--- src/rtl/memwb_stage_if.sv ---
// MEM/WB bus bundle: EX/MEM results in, register-file write ports and debug counter out.
// Pure wiring; no storage or latency of its own.
// No backpressure on the bus; the pipeline holds the stage with Stall.
interface memwb_stage_if #(
  parameter int RETIRE_W = 32
);
  logic                EXMEM_Valid;
  logic                EXMEM_RegWrite;
  logic                EXMEM_MemToReg;
  logic                EXMEM_Link;
  logic [31:0]         EXMEM_ALUResult;
  logic [31:0]         EXMEM_PCPlus8;
  logic [31:0]         MemReadData;
  logic [4:0]          EXMEM_WriteRegister;
  logic                EXMEM_Double;
  logic                EXMEM_addi;
  logic [31:0]         EXMEM_ALUResultB;
  logic [4:0]          EXMEM_WriteRegister2;

  logic                RegWrite;
  logic [4:0]          WriteRegister;
  logic [31:0]         WriteData;
  logic                MEMWB_Double;
  logic                MEMWB_addi;
  logic [4:0]          WriteRegister2;
  logic [31:0]         WriteData2;
  logic                MEMWB_Valid;
  logic [RETIRE_W-1:0] RetireCount;

  // Upstream side: drives the EX/MEM results, observes the write-back ports.
  modport master (
    output EXMEM_Valid, EXMEM_RegWrite, EXMEM_MemToReg, EXMEM_Link,
           EXMEM_ALUResult, EXMEM_PCPlus8, MemReadData, EXMEM_WriteRegister,
           EXMEM_Double, EXMEM_addi, EXMEM_ALUResultB, EXMEM_WriteRegister2,
    input  RegWrite, WriteRegister, WriteData, MEMWB_Double, MEMWB_addi,
           WriteRegister2, WriteData2, MEMWB_Valid, RetireCount
  );

  // Stage side: the MEM/WB register itself.
  modport slave (
    input  EXMEM_Valid, EXMEM_RegWrite, EXMEM_MemToReg, EXMEM_Link,
           EXMEM_ALUResult, EXMEM_PCPlus8, MemReadData, EXMEM_WriteRegister,
           EXMEM_Double, EXMEM_addi, EXMEM_ALUResultB, EXMEM_WriteRegister2,
    output RegWrite, WriteRegister, WriteData, MEMWB_Double, MEMWB_addi,
           WriteRegister2, WriteData2, MEMWB_Valid, RetireCount
  );
endinterface

--- src/rtl/memwb_stage.sv ---
// MEM/WB pipeline register with write-back select, dual-lane collision resolve and retire counter.
// One cycle: values captured at edge N drive the register-file write ports after edge N.
// Stall holds every output (counter included); Flush loads a bubble and wins over Stall.
module memwb_stage #(
  parameter int RETIRE_W = 32
) (
  input  logic         Clk,
  input  logic         Rst_n,
  input  logic         Stall,
  input  logic         Flush,
  memwb_stage_if.slave bus
);

  logic                en_a;
  logic                en_b;
  logic                same_dst;
  logic [31:0]         wb_sel;
  logic [RETIRE_W-1:0] retire_inc;

  // Lane enables, collision detect (lane B is program-later and wins), primary data select.
  always_comb begin
    en_a       = bus.EXMEM_Valid & bus.EXMEM_RegWrite & (bus.EXMEM_WriteRegister != 5'd0);
    en_b       = bus.EXMEM_Valid & (bus.EXMEM_Double | bus.EXMEM_addi) &
                 (bus.EXMEM_WriteRegister2 != 5'd0);
    same_dst   = (bus.EXMEM_WriteRegister == bus.EXMEM_WriteRegister2);
    wb_sel     = bus.EXMEM_ALUResult;
    if (bus.EXMEM_Link)
      wb_sel = bus.EXMEM_PCPlus8;
    else if (bus.EXMEM_MemToReg)
      wb_sel = bus.MemReadData;
    // Suppressed and $0 writes still retire; a paired op retires two instructions.
    retire_inc = '0;
    if (bus.EXMEM_Valid)
      retire_inc = (bus.EXMEM_Double | bus.EXMEM_addi) ? RETIRE_W'(2) : RETIRE_W'(1);
  end

  // Stage register: Flush loads a bubble, Stall holds, otherwise capture from EX/MEM.
  always_ff @(posedge Clk or negedge Rst_n) begin
    if (!Rst_n) begin
      bus.RegWrite       <= 1'b0;
      bus.WriteRegister  <= '0;
      bus.WriteData      <= '0;
      bus.MEMWB_Double   <= 1'b0;
      bus.MEMWB_addi     <= 1'b0;
      bus.WriteRegister2 <= '0;
      bus.WriteData2     <= '0;
      bus.MEMWB_Valid    <= 1'b0;
      bus.RetireCount    <= '0;
    end else if (Flush) begin
      bus.RegWrite       <= 1'b0;
      bus.WriteRegister  <= '0;
      bus.WriteData      <= '0;
      bus.MEMWB_Double   <= 1'b0;
      bus.MEMWB_addi     <= 1'b0;
      bus.WriteRegister2 <= '0;
      bus.WriteData2     <= '0;
      bus.MEMWB_Valid    <= 1'b0;
    end else if (!Stall) begin
      bus.RegWrite       <= en_a & ~(en_b & same_dst);
      bus.WriteRegister  <= bus.EXMEM_WriteRegister;
      bus.WriteData      <= wb_sel;
      bus.MEMWB_Double   <= en_b & bus.EXMEM_Double;
      bus.MEMWB_addi     <= en_b & bus.EXMEM_addi;
      bus.WriteRegister2 <= bus.EXMEM_WriteRegister2;
      bus.WriteData2     <= bus.EXMEM_ALUResultB;
      bus.MEMWB_Valid    <= bus.EXMEM_Valid;
      bus.RetireCount    <= bus.RetireCount + retire_inc;
    end
  end

endmodule
--- src/flat_wrapper.sv ---
// flat-port wrapper written by rule: the top's interface ports become plain ports
module memwb_stage_flat 
#(
  parameter int RETIRE_W = 32
)
  (Clk, Rst_n, Stall, Flush, bus_EXMEM_Valid, bus_EXMEM_RegWrite, bus_EXMEM_MemToReg, bus_EXMEM_Link, bus_EXMEM_ALUResult, bus_EXMEM_PCPlus8, bus_MemReadData, bus_EXMEM_WriteRegister, bus_EXMEM_Double, bus_EXMEM_addi, bus_EXMEM_ALUResultB, bus_EXMEM_WriteRegister2, bus_RegWrite, bus_WriteRegister, bus_WriteData, bus_MEMWB_Double, bus_MEMWB_addi, bus_WriteRegister2, bus_WriteData2, bus_MEMWB_Valid, bus_RetireCount);
  memwb_stage_if #(.RETIRE_W(RETIRE_W)) bus_i ();
  input  logic Clk;
  input  logic Rst_n;
  input  logic Stall;
  input  logic Flush;
  input wire logic [$bits(bus_i.EXMEM_Valid)-1:0] bus_EXMEM_Valid;
  input wire logic [$bits(bus_i.EXMEM_RegWrite)-1:0] bus_EXMEM_RegWrite;
  input wire logic [$bits(bus_i.EXMEM_MemToReg)-1:0] bus_EXMEM_MemToReg;
  input wire logic [$bits(bus_i.EXMEM_Link)-1:0] bus_EXMEM_Link;
  input wire logic [$bits(bus_i.EXMEM_ALUResult)-1:0] bus_EXMEM_ALUResult;
  input wire logic [$bits(bus_i.EXMEM_PCPlus8)-1:0] bus_EXMEM_PCPlus8;
  input wire logic [$bits(bus_i.MemReadData)-1:0] bus_MemReadData;
  input wire logic [$bits(bus_i.EXMEM_WriteRegister)-1:0] bus_EXMEM_WriteRegister;
  input wire logic [$bits(bus_i.EXMEM_Double)-1:0] bus_EXMEM_Double;
  input wire logic [$bits(bus_i.EXMEM_addi)-1:0] bus_EXMEM_addi;
  input wire logic [$bits(bus_i.EXMEM_ALUResultB)-1:0] bus_EXMEM_ALUResultB;
  input wire logic [$bits(bus_i.EXMEM_WriteRegister2)-1:0] bus_EXMEM_WriteRegister2;
  output wire logic [$bits(bus_i.RegWrite)-1:0] bus_RegWrite;
  output wire logic [$bits(bus_i.WriteRegister)-1:0] bus_WriteRegister;
  output wire logic [$bits(bus_i.WriteData)-1:0] bus_WriteData;
  output wire logic [$bits(bus_i.MEMWB_Double)-1:0] bus_MEMWB_Double;
  output wire logic [$bits(bus_i.MEMWB_addi)-1:0] bus_MEMWB_addi;
  output wire logic [$bits(bus_i.WriteRegister2)-1:0] bus_WriteRegister2;
  output wire logic [$bits(bus_i.WriteData2)-1:0] bus_WriteData2;
  output wire logic [$bits(bus_i.MEMWB_Valid)-1:0] bus_MEMWB_Valid;
  output wire logic [$bits(bus_i.RetireCount)-1:0] bus_RetireCount;
  assign bus_i.EXMEM_Valid = bus_EXMEM_Valid;
  assign bus_i.EXMEM_RegWrite = bus_EXMEM_RegWrite;
  assign bus_i.EXMEM_MemToReg = bus_EXMEM_MemToReg;
  assign bus_i.EXMEM_Link = bus_EXMEM_Link;
  assign bus_i.EXMEM_ALUResult = bus_EXMEM_ALUResult;
  assign bus_i.EXMEM_PCPlus8 = bus_EXMEM_PCPlus8;
  assign bus_i.MemReadData = bus_MemReadData;
  assign bus_i.EXMEM_WriteRegister = bus_EXMEM_WriteRegister;
  assign bus_i.EXMEM_Double = bus_EXMEM_Double;
  assign bus_i.EXMEM_addi = bus_EXMEM_addi;
  assign bus_i.EXMEM_ALUResultB = bus_EXMEM_ALUResultB;
  assign bus_i.EXMEM_WriteRegister2 = bus_EXMEM_WriteRegister2;
  assign bus_RegWrite = bus_i.RegWrite;
  assign bus_WriteRegister = bus_i.WriteRegister;
  assign bus_WriteData = bus_i.WriteData;
  assign bus_MEMWB_Double = bus_i.MEMWB_Double;
  assign bus_MEMWB_addi = bus_i.MEMWB_addi;
  assign bus_WriteRegister2 = bus_i.WriteRegister2;
  assign bus_WriteData2 = bus_i.WriteData2;
  assign bus_MEMWB_Valid = bus_i.MEMWB_Valid;
  assign bus_RetireCount = bus_i.RetireCount;
  memwb_stage #(.RETIRE_W(RETIRE_W)) u_core (.Clk(Clk), .Rst_n(Rst_n), .Stall(Stall), .Flush(Flush), .bus(bus_i));
endmodule
--- config.mk ---
export PLATFORM = sky130hd
export DESIGN_NAME = memwb_stage_flat
export DESIGN_NICKNAME = d
export VERILOG_FILES = /design/src/rtl/memwb_stage_if.sv /design/src/rtl/memwb_stage.sv /design/src/flat_wrapper.sv
export SDC_FILE = /design/constraint.sdc
export NUM_CORES = 1
export LEC_CHECK = 0
export ABC_AREA = 0
export CORE_MARGIN = 1
export CORE_UTILIZATION = 37
export CTS_CLUSTER_DIAMETER = 50
export DETAILED_ROUTE_END_ITERATION = 10
export MAX_ROUTING_LAYER = met4
export PLACE_DENSITY = 0.88
export SLEW_MARGIN = 5
export SYNTH_ARGS = -nofsm -noshare
export SYNTH_HDL_FRONTEND = slang
export SYNTH_SLANG_ARGS = --single-unit
--- constraint.sdc ---
create_clock -name Clk -period 1.9 [get_ports Clk]
set_input_delay 0.285 -clock Clk [delete_from_list [all_inputs] [get_ports Clk]]
set_output_delay 0.285 -clock Clk [all_outputs]
set_load 0.02 [all_outputs]
---- Word level (Yosys, flattened, before mapping) ----
Cells that the tools add are included.
word-level totals
  flip-flop bits (word level) ............. 110
  bits of input ports ..................... 148
  word-level logic and storage cells ...... 47
  output and inout bits ................... 110
operators by class
  add/subtract/negate cells ............... 1
  equal/unequal tests ..................... 2
  bitwise logic cells ..................... 12
  reduce and logical (&&, ||, !) cells .... 3
  mux-type cells .......................... 20
operator list
  operator                                                number
  two-way mux 32 bit                                      7
  adder 32 bit                                            1
  two-way mux 5 bit                                       4
  nonzero test 5 bit                                      2
  AND 1 bit                                               8
  two-way mux 1 bit                                       8
  == test 5 bit                                           1
  NOT 1 bit                                               3
  two-way mux 2 bit                                       1
  inequality test 2 x 1 -> 1 bit (second input constant)  1
  AND reduction 2 bit                                     1
  bitwise OR 1 bit                                        1

---- Longest topological paths before layout ----
  depth in word-level cells ............... 8
  mapped depth ............................ 8
  depth with buffers taken out ............ 7

---- Worst setup path before layout ----
OpenSTA, ideal clock, no wires.
  path type ............................... input-to-reg
  start point ............................. input port bus_EXMEM_addi
  end point ............................... register u_core.bus.RetireCount[30] (netlist bit)
  path buffers ............................ 1
  path slack .............................. -0.184 ns
  data required time ...................... 1.820 ns
  library setup time ...................... 0.080 ns
  cell stages on the path ................. 8
  arrival time ............................ 2.005 ns
  path through ............................ nor3b_1 -> ha_1 -> fa_1 -> and4bb_1 -> or4b_1 -> buf_2 -> nor4_4 -> xor2_1
on the way
  longest elaborated chain between the ends .. 4
ends and longest elaborated chain
  what                  line                  source
  from (decl)           flat_wrapper.sv:21    input wire logic [$bits(bus_i.EXMEM_addi)-1:0] bus_EXMEM_addi;
  bitwise OR 1 bit      memwb_stage.sv:34     retire_inc = (bus.EXMEM_Double | bus.EXMEM_addi) ? RETIRE_W'(2) : RETIRE_W'(1);
  two-way mux 2 bit     memwb_stage.sv:34
  two-way mux 32 bit    memwb_stage.sv:33     if (bus.EXMEM_Valid)
  adder 32 bit          memwb_stage.sv:67     bus.RetireCount <= bus.RetireCount + retire_inc;
  to (signal assigned)  memwb_stage.sv:67
  to (decl)             memwb_stage_if.sv:45  WriteRegister2, WriteData2, MEMWB_Valid, RetireCount
No other way between the ends.
A chain may end at the register's enable or synchronous reset.

---- Final worst setup path ----
  start point ............................. register u_core.bus.RetireCount[0] (netlist bit)
  end point ............................... register u_core.bus.RetireCount[20] (netlist bit)
on the way
  longest elaborated chain between the ends .. 1
ends and longest elaborated chain
  what          line
  adder 32 bit  memwb_stage.sv:67
No other way between the ends.

==> results.json <==
{
  "cts.clk_slew.worst_paths_ns": 0.07,
  "postLayoutSetupSlackWorst_ns": -0.157,
  "grt_first_pass_wirelength_mm": 24.3,
  "layout_common_cells": "249 x sky130_fd_sc_hd__clkdlybuf4s50_1, 109 x sky130_fd_sc_hd__dfrtp_1, 107 x sky130_fd_sc_hd__mux2i_1",
  "synth.cell_area_sq_um": 5350,
  "report.final.slew_viol_count": 0,
  "synthesis.area_per_instance_sq_um": 10.6,
  "synthesis.yosys.warnings": 0,
  "timing.final.crit_share_pct": 108,
  "total_global_routing_overflow": 0,
  "syn_nets": 654,
  "worst-endpoint-arrival_ns": 2.32,
  "fin_hold_ws_ns": 0.264,
  "timing.critical_path.from": "u_core.bus.RetireCount[0]$_DFFE_PN0P_",
  "drt-vias-per-instance": 4.92,
  "simple_gate_portion_of_the_synthesized_area_pct": 15.5,
  "main_combinational_cell_family_by_area_after_synthesis": "multiplexers",
  "cp-endpoint": "u_core.bus.RetireCount[20]$_DFFE_PN0P_",
  "cellPowerDensity_nw_per_um2": 681,
  "path_max_fanout": 6,
  "ctsLongestPathBuffers": 2,
  "ir_worst_vdd_v": 0.000694,
  "detail_route.wirelength_mm": 15.6,
  "crit-reg2reg-capture": "u_core.bus.RetireCount[20]$_DFFE_PN0P_",
  "syn_inst": 503,
  "die_h_um": 122,
  "num-fill-cells": 1169,
  "buffer_ports.inserted": 257,
  "flow.area_growth_from_synthesis_pct": 63.5,
  "critPathRequiredTime_ns": 2.17,
  "full_die_area_sq_um": 14900,
  "hold_start": "bus_EXMEM_Double",
  "cts-buffers-inserted": 9,
  "setup_viol": 9,
  "design.portCount": 258,
  "report.final.hold_viol_count": 0,
  "timing.reg2reg.worst_path_depth": 7,
  "num_antenna_cells": 0,
  "detail_route.first_pass.iterations": 4,
  "synthAdderAreaFrac_pct": 0.842,
  "finalWeightedCongestion": 0.784,
  "yosys_register_bits": 110,
  "p_leak_nw": 4.01,
  "rsz0062_at_grt": "true",
  "final_common_cell": "sky130_fd_sc_hd__clkdlybuf4s50_1",
  "post_route_antenna_net_violation_count": 0,
  "timing.critical_path.to_type": "flop",
  "finalWorstPathRequiredPeriod_ns": 2.06,
  "fp-row-count": 43,
  "synth.mux.area_fraction_pct": 20.4,
  "ctsHtreeMaxLevel": 3,
  "detailedPlacementHpwl_mm": 11.6,
  "met3WireLength_mm": 1.06,
  "global_route.usage.total_pct": 21.9,
  "topRoutingLayerUsed": "met4",
  "synth_compound_gate_area_share_pct": 3.84,
  "skew_ns": 0.00385,
  "drt_first_iter_violations": 211,
  "tritoncts": "yes",
  "design.final.nets": 928,
  "timing_worst_slew_pin_value_ns": 0.485,
  "fin_tns_setup_ns": -0.995,
  "hp-class": "in2reg",
  "detailroute.wirelength.met2_mm": 7.86,
  "start_util_pct": 38.2,
  "netlist-cell-type-count": 36,
  "routedWlPerCell_um": 16.2,
  "layout-drive-gt1-share_pct": 9.99,
  "path_class": "reg2reg",
  "clock_latency_ns": 0.34,
  "outcome": "finished with violations",
  "grt_max_degree": 69,
  "regToRegStartpoint": "u_core.bus.RetireCount[0]$_DFFE_PN0P_",
  "die_w_um": 122,
  "synth-async-reset-ratio_pct": 100,
  "synth-edff-count": 0,
  "remaining_drc_errors": 0,
  "antenna_found_initial": 0,
  "synth_xor_area_share_pct": 5.73,
  "seq_area_frac_synth_pct": 51.4,
  "timing.reg2reg.setup_slack_ns": -0.16,
  "maxcap_viol_count": 0,
  "crit_path_launch_type": "flop",
  "timing.max_slew.rel_slack_pct": 67.6,
  "violations": "negative setup slack",
  "fmax_mhz": 486,
  "grt_pass1_vias": 4869,
  "synth_top_flop_cell": "sky130_fd_sc_hd__dfrtp_1",
  "via_count": 4728,
  "clock_sink_count": 110,
  "core_area_sq_um": 14000,
  "root_buffer": "sky130_fd_sc_hd__clkbuf_16",
  "m1WireLength_mm": 6.31
}
-- metrics by stage --
stage | area [sq um] | utilization, % | total power, W | setup WS [ns] | std cells
final | 8750 | 62.5 | 0.00596 | -0.157 | 961
after global routing | 8750 | 62.5 | 0.00624 | -0.231 | 961
after CTS | 8710 | 62.3 | 0.00604 | -0.188 | 959
after detailed placement | 8320 | 59.5 | 0.00410 | -0.891 | 940
after global placement | 8320 | 59.5 | 0.00407 | -0.783 | 940
after floorplan | 5370 | - | 0.00323 | -0.147 | 503
-- synth_stat cells, types with 2 or more instances --
cell | n | share of area, %
sky130_fd_sc_hd__xor2_1 | 14 | 2.3
sky130_fd_sc_hd__buf_2 | 2 | 0.19
sky130_fd_sc_hd__o21ai_0 | 32 | 3.0
sky130_fd_sc_hd__nand2_1 | 47 | 3.3
sky130_fd_sc_hd__ha_1 | 2 | 0.47
sky130_fd_sc_hd__nand3b_1 | 2 | 0.28
sky130_fd_sc_hd__and4_1 | 5 | 0.82
sky130_fd_sc_hd__o21a_1 | 2 | 0.28
sky130_fd_sc_hd__a21oi_1 | 3 | 0.28
sky130_fd_sc_hd__mux2_2 | 2 | 0.42
sky130_fd_sc_hd__and3_1 | 3 | 0.35
sky130_fd_sc_hd__mux2i_1 | 107 | 20
sky130_fd_sc_hd__nand3_1 | 7 | 0.65
sky130_fd_sc_hd__buf_1 | 11 | 0.77
sky130_fd_sc_hd__or4_1 | 2 | 0.28
sky130_fd_sc_hd__dfrtp_1 | 110 | 51
sky130_fd_sc_hd__nor2_1 | 81 | 5.7
sky130_fd_sc_hd__clkbuf_1 | 17 | 1.2
sky130_fd_sc_hd__xnor2_1 | 21 | 3.4
sky130_fd_sc_hd__nor3_1 | 7 | 0.65
sky130_fd_sc_hd__nand4_1 | 11 | 1.3
-- logic make-up after synthesis --
kind of cell	Yosys count
fa+ha+maj	3
flops	110
compound gates	39
mux	109
xor+xnor	35
simple gates	176
buf+inv	31
-- critical path, stage by stage (launching register included) --
cell	delay [ns]
sky130_fd_sc_hd__dfrtp_2	0.39
sky130_fd_sc_hd__ha_4	0.14
sky130_fd_sc_hd__fa_2	0.20
sky130_fd_sc_hd__and4bb_1	0.24
sky130_fd_sc_hd__or4b_4	0.55
sky130_fd_sc_hd__buf_6	0.18
sky130_fd_sc_hd__nor3_4	0.11
sky130_fd_sc_hd__xor2_1	0.16
-- layout make-up --
cell class / instances / area, sq um / share of cell area [%]
Multi-Input combinational cell: 362 / 2560 / 29.3
Sequential cell: 110 / 2750 / 31.5
Inverter: 1 / 3.75 / 0.0429
Clock inverter: 3 / 43.8 / 0.501
Clock buffer: 12 / 256 / 2.93
Tap cell: 180 / 225 / 2.57
Timing Repair Buffer: 293 / 2900 / 33.1
-- report_power, final --
group	switching [W]	total (W)	internal (W)
Sequential	0.000108	0.00260	0.00249
Clock	0.000814	0.00190	0.00109
Combinational	0.000661	0.00146	0.000795
-- worst min-delay path by stage --
| stage | to | slack [ns] | cells past startpoint |
|---|---|---|---|
| 3_3_place_gp | u_core.bus.RetireCount[20]$_DFFE_PN0P_ | 0.31 | 2 |
| 2_1_floorplan | u_core.bus.MEMWB_Double$_DFFE_PN0P_ | -0.01 | 0 |
| 5_1_grt | u_core.bus.MEMWB_Double$_DFFE_PN0P_ | 0.25 | 3 |
| 6_report | u_core.bus.MEMWB_Double$_DFFE_PN0P_ | 0.26 | 3 |
| 4_1_cts | u_core.bus.MEMWB_Double$_DFFE_PN0P_ | 0.23 | 3 |
| 3_5_place_dp | u_core.bus.RetireCount[20]$_DFFE_PN0P_ | 0.31 | 2 |
-- sequential cells by signal, indices dropped and copies added (netlist names) --
| register | cells |
|---|---|
| u_core.bus.MEMWB_addi | 1 |
| u_core.bus.WriteRegister | 5 |
| u_core.bus.RegWrite | 1 |
| u_core.bus.WriteRegister2 | 5 |
| u_core.bus.WriteData2 | 32 |
| u_core.bus.MEMWB_Double | 1 |
| u_core.bus.MEMWB_Valid | 1 |
| u_core.bus.WriteData | 32 |
| u_core.bus.RetireCount | 32 |
-- routing by layer --
| metal | up-vias | GRT usage (%) |
|---|---|---|
| met5 | - | - |
| met4 | 0 | 8.23 |
| met3 | 29 | 5.48 |
| met2 | 173 | 36.8 |
| met1 | 2252 | 25.2 |
| li1 | 2274 | - |
-- repair_timing --
| action | CTS | global route |
|---|---|---|
| setup endpoints to repair | 27 | 10 |
| pin swaps | 8 | 5 |
| hold endpoints to repair | 110 | 0 |
| setup buffers | 3 | 3 |
| gates resized for setup | 27 | 5 |
| hold buffers | 1 | 0 |
Power figures use the tool's default switching activity.
